### config.mk
export PLATFORM = sky130hd
export DESIGN_NAME = utopia_rx_cell_arbiter
export DESIGN_NICKNAME = d
export VERILOG_FILES = /design/src/rtl/utopia_rx_cell_arbiter.sv
export SDC_FILE = /design/constraint.sdc
export NUM_CORES = 1
export LEC_CHECK = 0
export BUFFER_PORTS_ARGS = -buffer_cell sky130_fd_sc_hd__buf_2
export CORE_ASPECT_RATIO = 1.4
export CORE_MARGIN = 2
export CORE_UTILIZATION = 45
export CTS_BUF_LIST = sky130_fd_sc_hd__clkbuf_4
export DETAILED_ROUTE_END_ITERATION = 7
export PLACE_DENSITY = 0.65
export SLEW_MARGIN = 20
export SYNTH_ARGS = -nofsm -noshare
export SYNTH_HDL_FRONTEND = slang
export SYNTH_SLANG_ARGS = --single-unit
### constraint.sdc
create_clock -name clk_i -period 2.9 [get_ports clk_i]
set_clock_uncertainty 0.2 [all_clocks]
set_input_delay 0.435 -clock clk_i [delete_from_list [all_inputs] [get_ports clk_i]]
set_output_delay 0.435 -clock clk_i [all_outputs]
set_load 0.05 [all_outputs]
### src/rtl/utopia_rx_cell_arbiter.sv
// Round-robin arbiter sharing one cell-forwarding datapath among NumRx Utopia Rx ports.
// Latency: grant registered 1 cycle after an eligible request is sampled; one GAP cycle after each cell.
// Backpressure: src_valid_i/fwd_ready_i low stalls the byte sequence indefinitely, with no other effect.
module utopia_rx_cell_arbiter #(
    parameter int NumRx     = 4,
    parameter int CellBytes = 53,
    parameter int CntW      = 16,
    localparam int IdW      = (NumRx > 1) ? $clog2(NumRx) : 1
) (
    input  logic             clk_i,
    input  logic             rst_i,
    input  logic [NumRx-1:0] req_i,
    input  logic [NumRx-1:0] port_en_i,
    input  logic             src_valid_i,
    input  logic             fwd_ready_i,
    output logic [NumRx-1:0] grant_o,
    output logic [IdW-1:0]   grant_id_o,
    output logic             busy_o,
    output logic             byte_take_o,
    output logic             sop_o,
    output logic             eop_o,
    output logic             abort_o,
    output logic [CntW-1:0]  cell_cnt_o,
    output logic [CntW-1:0]  abort_cnt_o
);

    localparam int IxW = (CellBytes > 1) ? $clog2(CellBytes) : 1;

    typedef enum logic [1:0] {
        IDLE = 2'd0,
        XFER = 2'd1,
        GAP  = 2'd2
    } state_e;

    state_e           state_q, state_d;
    logic [NumRx-1:0] grant_q, grant_d;
    logic [IdW-1:0]   grant_id_q, grant_id_d;
    logic [IdW-1:0]   rr_q, rr_d;
    logic [IxW-1:0]   idx_q, idx_d;
    logic [CntW-1:0]  cell_cnt_q, cell_cnt_d;
    logic [CntW-1:0]  abort_cnt_q, abort_cnt_d;

    logic [NumRx-1:0] eligible;
    logic             pick_vld;
    logic [IdW-1:0]   pick_id;
    logic [IdW:0]     pick_sum;
    logic [IdW-1:0]   rr_next;
    logic             in_xfer;
    logic             take;
    logic             last_byte;
    logic             cell_done;
    logic             src_lost;
    logic             cut_short;

    assign eligible  = req_i & port_en_i;
    assign in_xfer   = (state_q == XFER);
    assign take      = src_valid_i & fwd_ready_i & in_xfer;
    assign last_byte = (idx_q == IxW'(CellBytes - 1));
    assign cell_done = take & last_byte;
    // The granted source vanishing (request withdrawn or port disabled) ends the cell early,
    // unless this very cycle carries the final byte.
    assign src_lost  = ~req_i[grant_id_q] | ~port_en_i[grant_id_q];
    assign cut_short = in_xfer & src_lost & ~cell_done;
    assign rr_next   = (grant_id_q == IdW'(NumRx - 1)) ? '0 : grant_id_q + 1'b1;

    // Find the first eligible port at or above the round-robin pointer, wrapping around.
    always_comb begin
        pick_vld = 1'b0;
        pick_id  = '0;
        pick_sum = '0;
        for (int i = 0; i < NumRx; i++) begin
            pick_sum = {1'b0, rr_q} + (IdW + 1)'(i);
            if (pick_sum >= (IdW + 1)'(NumRx)) begin
                pick_sum = pick_sum - (IdW + 1)'(NumRx);
            end
            if (!pick_vld && eligible[pick_sum[IdW-1:0]]) begin
                pick_vld = 1'b1;
                pick_id  = pick_sum[IdW-1:0];
            end
        end
    end

    // Next-state logic: grant selection, byte sequencing, completion/abort bookkeeping.
    always_comb begin
        state_d     = state_q;
        grant_d     = grant_q;
        grant_id_d  = grant_id_q;
        rr_d        = rr_q;
        idx_d       = idx_q;
        cell_cnt_d  = cell_cnt_q;
        abort_cnt_d = abort_cnt_q;
        case (state_q)
            IDLE: begin
                if (pick_vld) begin
                    grant_d          = '0;
                    grant_d[pick_id] = 1'b1;
                    grant_id_d       = pick_id;
                    idx_d            = '0;
                    state_d          = XFER;
                end
            end
            XFER: begin
                if (cell_done) begin
                    cell_cnt_d = (cell_cnt_q == '1) ? cell_cnt_q : cell_cnt_q + 1'b1;
                    rr_d       = rr_next;
                    idx_d      = '0;
                    grant_d    = '0;
                    state_d    = GAP;
                end else if (cut_short) begin
                    abort_cnt_d = (abort_cnt_q == '1) ? abort_cnt_q : abort_cnt_q + 1'b1;
                    rr_d        = rr_next;
                    idx_d       = '0;
                    grant_d     = '0;
                    state_d     = GAP;
                end else if (take) begin
                    idx_d = idx_q + 1'b1;
                end
            end
            GAP: begin
                state_d = IDLE;
            end
            default: begin
                state_d = IDLE;
                grant_d = '0;
            end
        endcase
    end

    // State register; reset mid-cell silently drops the transfer.
    always_ff @(posedge clk_i) begin
        if (rst_i) begin
            state_q     <= IDLE;
            grant_q     <= '0;
            grant_id_q  <= '0;
            rr_q        <= '0;
            idx_q       <= '0;
            cell_cnt_q  <= '0;
            abort_cnt_q <= '0;
        end else begin
            state_q     <= state_d;
            grant_q     <= grant_d;
            grant_id_q  <= grant_id_d;
            rr_q        <= rr_d;
            idx_q       <= idx_d;
            cell_cnt_q  <= cell_cnt_d;
            abort_cnt_q <= abort_cnt_d;
        end
    end

    assign grant_o     = grant_q;
    assign grant_id_o  = grant_id_q;
    assign busy_o      = in_xfer;
    assign byte_take_o = take;
    assign sop_o       = take & (idx_q == '0);
    assign eop_o       = cell_done;
    assign abort_o     = cut_short;
    assign cell_cnt_o  = cell_cnt_q;
    assign abort_cnt_o = abort_cnt_q;

endmodule

## After elaboration in Yosys (flattened, before gate mapping)

Index checks and enable logic that the tools add are counted.

- Bits of input ports: 12
- Latch bits: 0
- Bits in read-only memories: 0
- Bits in writable memories: 0
- Memories: 0
- Logic and storage cells: 112
- Flip-flop bits (word level): 48
- Output and inout port bits: 43

- Div/mod/pow operators: 0
- Multiplexer cells: 42
- Bitwise gates (word level): 14
- $lt $le $gt $ge: 11
- Add/sub/neg operators: 11
- Equal/unequal tests: 9
- Shift operators: 0
- Reduce and logical (&&, ||, !) cells: 18
- $mul: 0

Operator list:

| cell | count |
|---|---|
| 16-bit by 1-bit adder with 16-bit output (second input constant) | 2 |
| 16-bit equality test (second input constant) | 2 |
| 2-bit 2-to-1 mux | 14 |
| 6-bit 2-to-1 mux | 4 |
| 2-bit by 3-bit < comparator with 1-bit output (second input constant) | 6 |
| 1-bit binary-select mux with 2-bit select | 6 |
| 4-bit 2-to-1 mux | 3 |
| 4-bit one-hot mux with 3 select lines | 1 |
| 6-bit one-hot mux with 2 select lines | 1 |
| 1-bit 2-to-1 mux | 11 |
| 3-bit >= comparator (second input constant) | 3 |
| 3-bit AND reduction | 3 |
| 2-bit by 1-bit subtractor with 2-bit output (second input constant) | 4 |
| 2-bit by 2-bit adder with 3-bit output (second input constant) | 2 |
| 6-bit by 1-bit adder with 6-bit output (second input constant) | 1 |
| 1-bit bitwise AND | 6 |
| 6-bit equality test (second input constant) | 1 |
| 6-bit logical NOT | 1 |
| 1-bit inverter | 6 |
| 2-bit AND reduction | 3 |
| 4-bit bitwise AND | 1 |
| 2-bit equality test (second input constant) | 2 |
| 1-bit logical AND | 4 |
| 4-bit by 2-bit != test with 1-bit output (second input constant) | 1 |
| 14 further kinds | 17 |

## Depth between registers and ports, before layout

- Depth in word-level cells: 20
- Mapped depth: 9
- Depth with buffers taken out: 8

## Worst setup path after synthesis

Ideal clock, no wire load.

- Path type: flip-flop to output port
- Start: reg idx_q[0]
- End: out sop_o
- Arrival time: 2.309 ns
- Data required time: 2.265 ns
- Buffers on the path: 0
- Stages on the path, launching flop included: 6
- Path slack: -0.044 ns
- Cells stage by stage: dfxtp_1 inv_1 ha_1 and4b_1 nand2_1 nor4_1

- Cells in the longest elaborated chain, start to end: 2

RTL lines:

| item | line | RTL |
|---|---|---|
| start: declaration | 39 | `logic [IxW-1:0] idx_q, idx_d;` |
| start signal: assignment | 144 | `idx_q <= idx_d;` |
| 6-bit logical NOT | 154 | `assign sop_o = take & (idx_q == '0);` |
| 1-bit bitwise AND | 154 |  |
| end: declaration | 20 | `output logic sop_o,` |

No other way between the ends.

## Worst setup path in the final report

- Start: reg idx_q[0]
- End: out abort_o

- Cells in the longest elaborated chain, start to end: 4

RTL lines:

| item | line | RTL |
|---|---|---|
| 6-bit equality test | 58 | `assign last_byte = (idx_q == IxW'(CellBytes - 1));` |
| 1-bit bitwise AND | 59 | `assign cell_done = take & last_byte;` |
| 1-bit inverter (no line) | - |  |
| 1-bit bitwise AND | 63 | `assign cut_short = in_xfer & src_lost & ~cell_done;` |
| end: declaration | 22 | `output logic abort_o,` |

No other way between the ends.

==> summary.txt <==
Run status
  • Status: finished, final reports clean

Synthesis
  • Sequential-to-total area share from yosys stat: 37.4%
  • Seq cells post-synth: 48
  • Number of flops mapped to enable cells by yosys: 0
  • Cell count after synthesis: about 300
  • Synthesized Nets: 312
  • Synth async-reset ratio: 0%
  • Syn Area/Cell: around 8.7 um^2
  • Top FF cell, synth: dfxtp_1
  • Yosys warning total: 0
  • Netlist Area Pre-Place: 2570 um^2
  • Cell variety after synth: 58

Clock network
  • CTS Root Cell: clkbuf_4
  • H-tree depth: 2
  • Setup bufs post-CTS: 0
  • CTS tree: yes
  • CTS buffer count: 5
  • Clock transition at path regs: between 0.1 and 0.15 ns
  • Worst skew pair latency: 0.36 ns
  • Max clock buf depth: 2
  • Cts hold-fix bufs: 0
  • Clk sink count: 48
  • Post_cts resized: 0

Floorplanning
  • Die H: approximately 93 um
  • Site Rows: 32
  • Initial Util: a little under half
  • Full die area: ~6300 um^2
  • Die W: around 68 um
  • Core Area: between 5000 and 6000 um^2
  • IO Count: 55

STA
  • RSZ-0062 raised after global routing: false
  • Max Slew Vio Count: 0
  • Final period util: between 90 and 100%
  • Worst hold slack: 0.274 ns
  • Fmax: between 300 and 400 MHz
  • Fin. Hold Viols: 0
  • Slew HR: 60.1%
  • Setup TNS: 0 ns
  • # setup viols final: 0
  • Final Critical Period: 2.64 ns
  • Final worst slack: ~0.26 ns
  • Worst slew pin tran: slightly below 0.6 ns

Setup path
  • Crit end category: output pin
  • Critical Path AT: approximately 2 ns
  • Worst R2R Setup Slack: 0.67 ns
  • Crit Reg-Reg Startpoint: idx_q[0]
  • Nature of the critical path startpoint: register
  • Critical setup path kind: register to output pin
  • CP endpoint: abort_o
  • Worst EP required: approximately 2.3 ns
  • Critical Path Fanout Max: 13
  • CP Launch Point: idx_q[0]
  • Worst R2R Path Depth: 7
  • RR Endpoint: abort_cnt_o[4]

Global routing
  • GR Overflow Total: 0
  • First-pass GRT wire length: 9960 um
  • Total GRT Usage: roughly 20%
  • Initial antenna violation count: 0
  • Largest net degree at the start of global routing: 26
  • Vias in the first global route: 2153

Layout
  • Fillers: around 540
  • Syn-to-layout area delta: 15.2%
  • Share of post-route cells with drive strength above 1: between 20% and 30%
  • Final net count: ~370
  • Multi-input logic area: about 1500 um^2
  • Design area: 2960 um^2
  • Ant. Diodes: 0
  • Sequential cell area: between 900 and 1000 um^2
  • Fin util: approximately 54%

Hold path
  • Hold depth: 1
  • Worst Hold Class: register to register

Drt
  • DRC Markers: 0
  • Initial DRC count: around 120
  • Router iterations before antenna repair: 4
  • Routed met3 length: slightly below 300 um
  • Vias per cell: between 5 and 6
  • Via count: 2385
  • Post-DR wirelength/cell: 14.1 um
  • Metal2 WL: 2990 um
  • Post-route antenna net violation count: 0
  • Max Used Layer: met4
  • M1 WL: between 2000 and 3000 um
  • Drt total wl: around 5900 um

Placed design
  • Area after DPL: 2900 um^2
  • Post-DP HPWL: roughly 4300 um
  • Worst slack, placed: ~0.62 ns
  • IO Port Bufs: 54
  • GPL Wtd Cong: 0.769

Power
  • Max IR drop VDD: approximately 0.00021 V
  • Leakage: approximately 1.2 nW
  • Pwr/cell area: 413 nW/um^2

Flow run
  • Max-cap viol count: 0
==> cell families after synthesis <==
family	Yosys count	synth area share (%)
buf+inv	23	4.00
fa+ha+maj	5	2.44
mux	7	2.83
flops	48	37.4
compound gates	68	18.9
simple gates	131	30.0
xor+xnor	13	4.43
==> power by group <==
part | switching (mW) | leakage [nW] | internal [mW]
Combinational | 0.156 | 0.750 | 0.0708
Sequential | 0.0173 | 0.388 | 0.677
Clock | 0.202 | 0.0315 | 0.0991
Total | 0.375 | 1.17 | 0.847
==> state kept, by name (all words and copies together), names as in the netlist <==
name / count
abort_cnt_o: 16
cell_cnt_o: 16
grant_id_o: 2
grant_o: 4
idx_q: 6
rr_q: 2
state_q: 2
==> through the flow <==
stage               power (mW)  instances
floorplan                0.881        295
global placement         0.929        409
detailed placement       0.932        409
CTS                       1.24        416
global route              1.29        417
finish                    1.22        417
==> area by class of cell <==
cell class | instances | area share (%)
Clock buffer | 6 | 1.52
Clock inverter | 1 | 0.169
Inverter | 11 | 1.40
Multi-Input combinational cell | 225 | 51.4
Sequential cell | 48 | 32.5
Tap cell | 68 | 2.88
Timing Repair Buffer | 58 | 10.2
==> routing by layer <==
metal / track usage [%] / vias to the layer above
met2: 35.1 / 55
met5: 0 / -
met3: 3.97 / 6
met1: 24.4 / 1111
met4: 6.00 / 0
li1: - / 1213
==> worst max-delay path, stage by stage, from the launching register on <==
cell	delay [ns]
dfxtp_1	0.39
inv_1	0.07
ha_1	0.18
and4b_1	0.26
nand2_1	0.20
nand3_4	0.17
inv_1	0.10
buf_2	0.26
==> worst min-delay path by stage <==
stage                          start              to  slack (ns)
after floorplan             idx_q[1]        idx_q[1]        0.25
after global placement    grant_o[2]      grant_o[2]        0.24
after detailed placement  grant_o[0]      grant_o[0]        0.25
after CTS                      rst_i  abort_cnt_o[9]        0.28
after global routing           rst_i  abort_cnt_o[9]        0.30
final                     grant_o[0]      grant_o[0]        0.27
==> layout by cell type (no fill, tap or decap), types with 3 or more instances in the layout <==
cell / count
or3_1: 11
nand3b_1: 3
xor2_1: 4
o31ai_1: 11
buf_4: 4
mux2i_1: 5
a21oi_1: 25
and3_1: 6
xnor2_1: 9
nor3_1: 8
nand3_1: 11
inv_1: 11
dfxtp_1: 48
and4_1: 4
ha_1: 5
nand4_1: 10
buf_2: 54
clkbuf_4: 6
nor2_1: 24
nor3b_1: 4
nand2b_1: 3
nand2_1: 21
o21ai_0: 8
or4_1: 9
==> cell usage after synthesis (3+ instances only) <==
cell type,count,area [um^2]
a21oi_1,25,125
nor2_1,24,90.1
xnor2_1,9,78.8
xor2_1,4,35.0
and4_1,4,35.0
nand3_1,11,55.1
nand2b_1,3,18.8
inv_1,11,41.3
nor3b_1,4,30.0
dfxtp_1,48,961
nand2_1,21,78.8
mux2i_1,5,50.1
or3_1,11,68.8
o21ai_0,8,40.0
nand4_1,10,62.6
ha_1,5,62.6
or4_1,9,67.6
o31ai_1,11,82.6
and3_1,6,37.5
nor3_1,8,40.0
nand3b_1,3,22.5
clkbuf_1,8,30.0
(Power assumes the default switching activity.)
